`src/rtl/rx_aurora_readout_arbiter.sv`:
```
// Round-robin burst arbiter merging CHANNELS first-word-fall-through readout FIFOs into one port.
// Optional build macro ARB_CHANNEL_TAG_EN replaces FIFO_DATA[31:28] with the granted channel index.
module rx_aurora_readout_arbiter #(
    parameter int CHANNELS  = 4,
    parameter int MAX_BURST = 16
) (
    input  logic                     BUS_CLK,
    input  logic                     BUS_RST_N,
    input  logic [CHANNELS-1:0]      CH_ENABLE,
    input  logic [CHANNELS-1:0]      CH_FIFO_EMPTY,
    input  logic [32*CHANNELS-1:0]   CH_FIFO_DATA,
    output logic [CHANNELS-1:0]      CH_FIFO_READ,
    input  logic                     FIFO_READ,
    output logic                     FIFO_EMPTY,
    output logic [31:0]              FIFO_DATA,
    output logic                     GRANT_VALID,
    output logic [3:0]               GRANT_ID
);

    localparam int CNT_W = $clog2(MAX_BURST + 1);

    localparam logic [0:0] ST_IDLE  = 1'b0;
    localparam logic [0:0] ST_GRANT = 1'b1;

    logic [0:0]       state_q, state_d;
    logic [3:0]       last_q, last_d;
    logic [3:0]       grant_q, grant_d;
    logic [CNT_W-1:0] burst_cnt_q, burst_cnt_d;

    logic [CHANNELS-1:0] req;
    logic                req_found;
    logic [3:0]          req_idx;

    logic                g_en;
    logic                g_empty;
    logic [31:0]         g_data;
    logic                grant_empty;
    logic                accept;
    logic [CNT_W-1:0]    burst_next;

    assign req = CH_ENABLE & ~CH_FIFO_EMPTY;

    // Search order starts just after the last served channel, wrapping modulo CHANNELS.
    always_comb begin
        // NOTE: every combinational output gets a default first, so no path can infer a latch.
        req_found = 1'b0;
        req_idx   = 4'd0;
        for (int k = 1; k <= CHANNELS; k++) begin
            for (int i = 0; i < CHANNELS; i++) begin
                if (!req_found && req[i] && (i == (int'(last_q) + k) % CHANNELS)) begin
                    req_found = 1'b1;
                    req_idx   = 4'(i);
                end
            end
        end
    end

    always_comb begin
        g_en    = 1'b0;
        g_empty = 1'b1;
        g_data  = 32'd0;
        for (int i = 0; i < CHANNELS; i++) begin
            if (i == int'(grant_q)) begin
                g_en    = CH_ENABLE[i];
                g_empty = CH_FIFO_EMPTY[i];
                g_data  = CH_FIFO_DATA[32*i +: 32];
            end
        end
    end

    assign grant_empty = g_empty | ~g_en;
    assign accept      = (state_q == ST_GRANT) & FIFO_READ & ~grant_empty;
    assign burst_next  = burst_cnt_q + CNT_W'(1);

    // The granted channel is passed straight through, so a read costs no extra cycle.
    always_comb begin
        FIFO_EMPTY   = 1'b1;
        FIFO_DATA    = 32'd0;
        CH_FIFO_READ = '0;
        GRANT_VALID  = 1'b0;
        GRANT_ID     = 4'd0;
        if (state_q == ST_GRANT) begin
            FIFO_EMPTY  = grant_empty;
`ifdef ARB_CHANNEL_TAG_EN
            FIFO_DATA   = {grant_q, g_data[27:0]};
`else
            FIFO_DATA   = g_data;
`endif
            GRANT_VALID = 1'b1;
            GRANT_ID    = grant_q;
            for (int i = 0; i < CHANNELS; i++) begin
                CH_FIFO_READ[i] = accept && (i == int'(grant_q));
            end
        end
    end

    always_comb begin
        state_d     = state_q;
        last_d      = last_q;
        grant_d     = grant_q;
        burst_cnt_d = burst_cnt_q;
        case (state_q)
            ST_IDLE: begin
                if (req_found) begin
                    grant_d     = req_idx;
                    burst_cnt_d = '0;
                    state_d     = ST_GRANT;
                end
            end
            ST_GRANT: begin
                if (accept) begin
                    burst_cnt_d = burst_next;
                    if (burst_next == CNT_W'(MAX_BURST)) begin
                        state_d     = ST_IDLE;
                        last_d      = grant_q;
                        burst_cnt_d = '0;
                    end
                end else if (grant_empty) begin
                    // Drained or disabled: give the other lanes their turn.
                    state_d     = ST_IDLE;
                    last_d      = grant_q;
                    burst_cnt_d = '0;
                end
            end
            default: state_d = ST_IDLE;
        endcase
    end

    always_ff @(posedge BUS_CLK or negedge BUS_RST_N) begin
        if (!BUS_RST_N) begin
            state_q     <= ST_IDLE;
            last_q      <= 4'(CHANNELS - 1);
            grant_q     <= 4'd0;
            burst_cnt_q <= '0;
        end else begin
            // NOTE: non-blocking assignments keep every register sampling the pre-edge values.
            state_q     <= state_d;
            last_q      <= last_d;
            grant_q     <= grant_d;
            burst_cnt_q <= burst_cnt_d;
        end
    end

endmodule

```
`config.mk`:
```
export PLATFORM = sky130hd
export DESIGN_NAME = rx_aurora_readout_arbiter
export DESIGN_NICKNAME = d
export VERILOG_FILES = /design/src/rtl/rx_aurora_readout_arbiter.sv
export SDC_FILE = /design/constraint.sdc
export NUM_CORES = 1
export LEC_CHECK = 0
export BUFFER_PORTS_ARGS = -buffer_cell sky130_fd_sc_hd__buf_2
export CORE_MARGIN = 8
export CORE_UTILIZATION = 36
export DETAILED_ROUTE_END_ITERATION = 6
export PLACE_DENSITY = 0.9
export SLEW_MARGIN = 20
export SYNTH_ARGS = -nofsm -noshare
export SYNTH_HDL_FRONTEND = slang
export SYNTH_SLANG_ARGS = --single-unit
export TNS_END_PERCENT = 1
```
`constraint.sdc`:
```
create_clock -name BUS_CLK -period 2.3 [get_ports BUS_CLK]
set_input_delay 0.345 -clock BUS_CLK [delete_from_list [all_inputs] [get_ports BUS_CLK]]
set_output_delay 0.345 -clock BUS_CLK [all_outputs]
set_load 0.02 [all_outputs]
```
==> flow_summary.toml, run 1 <==
[status]
status = "finished, final reports clean"

[pwr]
intPower_mw = 1.59
power.density_nw_per_um2 = 1110
swShare_pct = 48.6
pwr-share-seq_pct = 11.5
p_clk_share_pct = 7.3
vdd_ir_drop_max_uv = 754
p_switching_mw = 1.50
p_leak_nw = 1.39
comb_power_share_pct = 81.2

[global_routing]
antenna_found_initial = 0
grt.overflow.total = 0
grt_max_degree = 24
grt_pass1_wl_um = 11900
grt_pass1_vias = 2238
track_usage_pct = 20.0

[setup_path]
worst_r2r_path_depth = 3
r2r-start = "grant_q[1]"
cp.required_ps = 1960
cp-end-kind = "primary output"
crit_path_start_kind = "register"
cp_max_fo = 14
rr_endpoint = "burst_cnt_q[2]"
critical_path_class = "register to primary output"
rrSetupSlack_ps = 560
worstPathArrival_ps = 1840

[logic_synthesis]
syn_inst = 164
synthArstFlopShare_pct = 100
yosys_warnings = 0
synth_edf_count = 0
syn_area_um2 = 1760
synth-seq-cells = 10
ys_types = 39
ys_seq_area_share_pct = 14.3
synth_top_flop_cell = "dfrtp_1"
avgSynthCellArea_um2 = 10.7

[place]
dpl-instance-area_um2 = 2730
dp.final_hpwl_um = 6860
dp_slack_ps = 256
routabilityCongestion = 0.892
port_buffers = 178

[layout]
areaGrowthSynthToFinish_pct = 58.5
fin_nets = 480
antenna_cells = 0
drive_above_1_share_pct = 67.6
postLayoutCellArea_um2 = 2790

[cts]
cts_tree = "built"
cts_max_level = 1
clk_latency_ps = 240
cts_hold_buf = 1
cts_buffers = 3
clk_path_buf_depth = 2
cts-root-buf = "clkbuf_8"
cts_setup_buffers = 0
clkSinkCount = 10
path_clk_slew_ps = 50
post_cts_resized = 0

[die]
core_um2 = 4720
io_pins = 181
die_h_um = 86.0
initial_utilization_pct = 37.3
die_area_um2 = 7390
floorplan.rows = 25
die_x_um = 86.0

[sta]
setup_viol_count_final = 0
fin_hold_ws_ps = 499
fin_worst_skew_ps = 4.99
fin_ws_ps = 113
min_period_over_period_pct = 95.1
finalSetupTns_ps = 0
finalHoldViolations = 0
layout_min_cycle_time_ps = 2190
clock.fmax_mhz = 457
rsz0062_at_grt = "false"
maxSlewViolCount = 0

[detailed_routing]
wl_per_cell_um = 19.6
drc = 0
wl_um = 7960
via_count = 2180
drtAntennaViolNets = 0
dr.pass1.iters = 4
via_per_inst = 5.37
drt_iter0_drc = 157

[flow_run]
drv_cap = 0

[worst_hold_path]
hold_class = "input port to asynchronous set/reset pin"
cell usage after synthesis (2+ instances only):
library cell   n  area [µm²]
a21oi_1        6        30.0
dfstp_2        2        52.6
nand2_1        6        22.5
nor2_1         5        18.8
and2_1        33         206
o21bai_1       2        15.0
a22o_1         3        26.3
nor3_1         4        20.0
dfrtp_1        8         200
o211ai_1       3        22.5
buf_2          4        20.0
nor3b_1        2        15.0
o21ai_0        3        15.0
nor2b_1        4        25.0
nand4_1        2        12.5
mux4_2        34         766
a222oi_1       2        20.0
clkbuf_1       6        22.5
buf_4          3        22.5
buf_1          2        7.51
o22ai_1        2        12.5
nand2b_1       7        43.8
nand3_1        3        15.0
inv_1          3        11.3
per-stage QoR:
stage | total power [mW] | utilization (%) | std cells
detailed placement | 2.88 | 57.7 | 401
CTS | 3.12 | 59.1 | 406
global route | 3.28 | 59.1 | 406
floorplan | 2.11 | - | 165
finish | 3.09 | 59.1 | 406
global placement | 2.83 | 57.7 | 401
final cells by class:
class                   count  area, µm²
multi-input cells         137       1430
fillers                   426       1930
inverters                   3       11.3
flip-flops and latches     10        254
well taps                  67       83.8
clock buffers               4       55.1
repair buffers            185        958
registers in the layout (all words and copies together), names as in the netlist:
| register | flops |
|---|---|
| state_q | 1 |
| grant_q | 2 |
| burst_cnt_q | 5 |
| last_q | 2 |
placed cells by master, fill, tap and decap left out, types with 2 or more instances in the layout:
cell type / n
buf_2: 178
mux4_2: 34
and2_1: 33
nand2b_1: 7
dfrtp_1: 7
nand2_1: 6
a21oi_1: 6
nor2_1: 5
buf_4: 5
nor2b_1: 4
nor3_1: 4
clkbuf_8: 4
nand3_1: 3
inv_1: 3
o21ai_0: 3
a22o_1: 3
o211ai_1: 3
nor3b_1: 2
nand4_1: 2
o22ai_1: 2
o21bai_1: 2
a222oi_1: 2
conb_1: 2
dfstp_2: 2
worst max-delay path, cell delays in order (launching register included):
cell,delay (ps)
dfrtp_2,420
buf_4,300
mux4_2,540
and2_1,180
buf_2,160
worst max path at each step:
| stage | startpoint | endpoint | slack (ps) | cells after the start |
|---|---|---|---|---|
| global placement | CH_ENABLE[3] | CH_FIFO_READ[3] | 280 | 6 |
| global route | grant_q[0] | FIFO_DATA[7] | 30 | 4 |
| detailed placement | CH_ENABLE[3] | CH_FIFO_READ[3] | 260 | 6 |
| finish | grant_q[0] | FIFO_DATA[12] | 110 | 4 |
| floorplan | state_q | CH_FIFO_READ[1] | 280 | 4 |
| CTS | grant_q[0] | FIFO_DATA[7] | 90 | 4 |
metal layers:
layer / share of wire (%) / track usage (%) / vias to the layer above
met4: 1.8 / 4.62 / 0
met1: 34 / 20.6 / 1041
met5: 0 / 0 / -
met3: 10 / 5.83 / 12
li1: - / - / 1000
met2: 53 / 38.4 / 127
kinds of logic after synthesis:
logic type | synth area share, %
and+or+nand+nor | 23.7
muxes | 44.7
AOI/OAI and AO/OA | 11.6
buffers and inverters | 4.76
DFF | 14.3
adders and majority gates | 0.710
other | 0.213
power groups by stage:
stage	Clock (mW)	Combinational [mW]	Sequential, mW
after floorplan	0	1.81	0.305
after global placement	0	2.47	0.354
after detailed placement	0	2.53	0.359
after CTS	0.226	2.54	0.355
after global routing	0.233	2.68	0.370
final	0.226	2.51	0.357
Power figures use the tool's default switching activity.
==> run 2, diff against run 1 <==
RECOVER_POWER = 25   (was not set)
==> run 2 against run 1 <==
  * Cell area is essentially flat
  * Largest power group unchanged
  * Total power barely moved
  * Sequential cell count is the same
  * Critical path depth did not move
  * Routed wire length is essentially flat
  * Sequential power hardly changed
==> flow_summary.toml, run 2 (synthesized netlist as in run 1, its figures left out) <==
[detailed_routing]
drtAntennaViolNets = 0
wl_um = 7960
drt_iter0_drc = 157
dr.pass1.iters = 4
via_count = 2182
via_per_inst = 5.37
drc = 0
wl_per_cell_um = 19.6

[sta]
min_period_over_period_pct = 95.1
layout_min_cycle_time_ps = 2190
finalSetupTns_ps = 0
worst_pin_slew_ps = 582
rsz0062_at_grt = "false"
max-slew-margin-rel_pct = 61.2
finalHoldViolations = 0
setup_viol_count_final = 0
clock.fmax_mhz = 457
maxSlewViolCount = 0
fin_worst_skew_ps = 4.84

[setup_path]
critical_path_class = "register to primary output"
critPathSlowestCell = "mux4_2"
max_stage_delay_ps = 540
worstPathArrival_ps = 1840
cp-end-kind = "primary output"
cp_max_fo = 14
crit_path_start_kind = "register"
cp.required_ps = 1960
worstPathCellList = "buf_4 -> mux4_2 -> and2_1 -> buf_2"

[status]
status = "finished, final reports clean"

[pwr]
power.density_nw_per_um2 = 1110
p_clk_share_pct = 7.3
p_leak_nw = 1.39
p_total_mw = 3.09
intPower_mw = 1.59
comb_power_share_pct = 81.1
pwr-share-seq_pct = 11.6
vdd_ir_drop_max_uv = 760
p_switching_mw = 1.50
swShare_pct = 48.6

[worst_hold_path]
hold_class = "input port to register"

[layout]
regMostFlops = "burst_cnt_q"
largest_reg_flops = 5
fin_nets = 480
antenna_cells = 0
final_core_util_pct = 59.1
areaGrowthSynthToFinish_pct = 58.4
final_common_cell = "buf_2"
drive_above_1_share_pct = 67.3
reg_top3 = "burst_cnt_q (5), grant_q (2), last_q (2)"
layout_common_cells = "buf_2, mux4_2, and2_1"

[die]
die_area_um2 = 7390
core_um2 = 4720
die_h_um = 86.0
initial_utilization_pct = 37.3
floorplan.rows = 25
io_pins = 181
die_x_um = 86.0

[global_routing]
grt.overflow.total = 0
grt_pass1_vias = 2238
grt_max_degree = 24
grt_pass1_wl_um = 11900
antenna_found_initial = 0
track_usage_pct = 20.0

[cts]
path_clk_slew_ps = 50
clk_path_buf_depth = 2
cts-root-buf = "clkbuf_8"
clk_latency_ps = 240
clkSinkCount = 10
cts_buffers = 3
cts_tree = "built"
cts_max_level = 1

[place]
dp.final_hpwl_um = 6860
routabilityCongestion = 0.892
port_buffers = 178

[flow_run]
drv_cap = 0
==> run 2: stage by stage <==
step / std cells / setup slack, ps / hold WS, ps / instance area (µm²)
after CTS: 406 / 92.7 / 508 / 2790
after detailed placement: 401 / 256 / 222 / 2730
after floorplan: 165 / 276 / 49.4 / 1770
final: 406 / 112 / 551 / 2790
after global placement: 401 / 282 / 215 / 2730
after global routing: 406 / 32.0 / 574 / 2790
==> run 2: power by group through the flow <==
stage | registers (mW) | logic, mW | clock network (mW)
after detailed placement | 0.359 | 2.53 | 0
after global routing | 0.370 | 2.68 | 0.233
final | 0.358 | 2.51 | 0.226
after CTS | 0.355 | 2.54 | 0.226
after global placement | 0.354 | 2.47 | 0
after floorplan | 0.305 | 1.81 | 0
==> run 2: final cells by class <==
cell class | count | area [µm²]
Sequential cell | 10 | 254
Clock buffer | 4 | 55.1
Tap cell | 67 | 83.8
Multi-Input combinational cell | 137 | 1430
Timing Repair Buffer | 185 | 957
Fill cell | 424 | 1930
Inverter | 3 | 11.3
==> run 2: critical path, delay by kind of cell, from the launching register on <==
kind	cells	cell delay (ps)
mux	1	540
buf+inv	2	460
simple gates	1	180
flops	1	420
==> run 2: worst paths after layout <==
path	from	endpoint	slack (ps)	depth (start not counted)
worst max-delay path	grant_q[0]	FIFO_DATA[12]	110	4
worst min-delay path	FIFO_READ	burst_cnt_q[0]	550	3
worst max register to register	grant_q[1]	burst_cnt_q[2]	560	3
worst min register to register	last_q[0]	last_q[0]	570	2
max in group asynchronous	BUS_RST_N	grant_q[0]	1270	2
min in group asynchronous	BUS_RST_N	burst_cnt_q[2]	610	2
==> run 2: timing repair <==
| action | in CTS | in global routing |
|---|---|---|
| endpoints found under the hold margin | 8 | 0 |
| buffers inserted | 0 | 0 |
| hold buffers | 1 | 0 |
| gates resized for setup | 0 | 0 |
==> run 2: layer usage <==
| metal | vias up | GRT usage (%) | wire length, µm |
|---|---|---|---|
| met3 | 12 | 5.83 | 828 |
| met2 | 131 | 38.4 | 4250 |
| li1 | 998 | - | - |
| met5 | - | 0 | 0 |
| met1 | 1041 | 20.6 | 2730 |
| met4 | 0 | 4.62 | 143 |
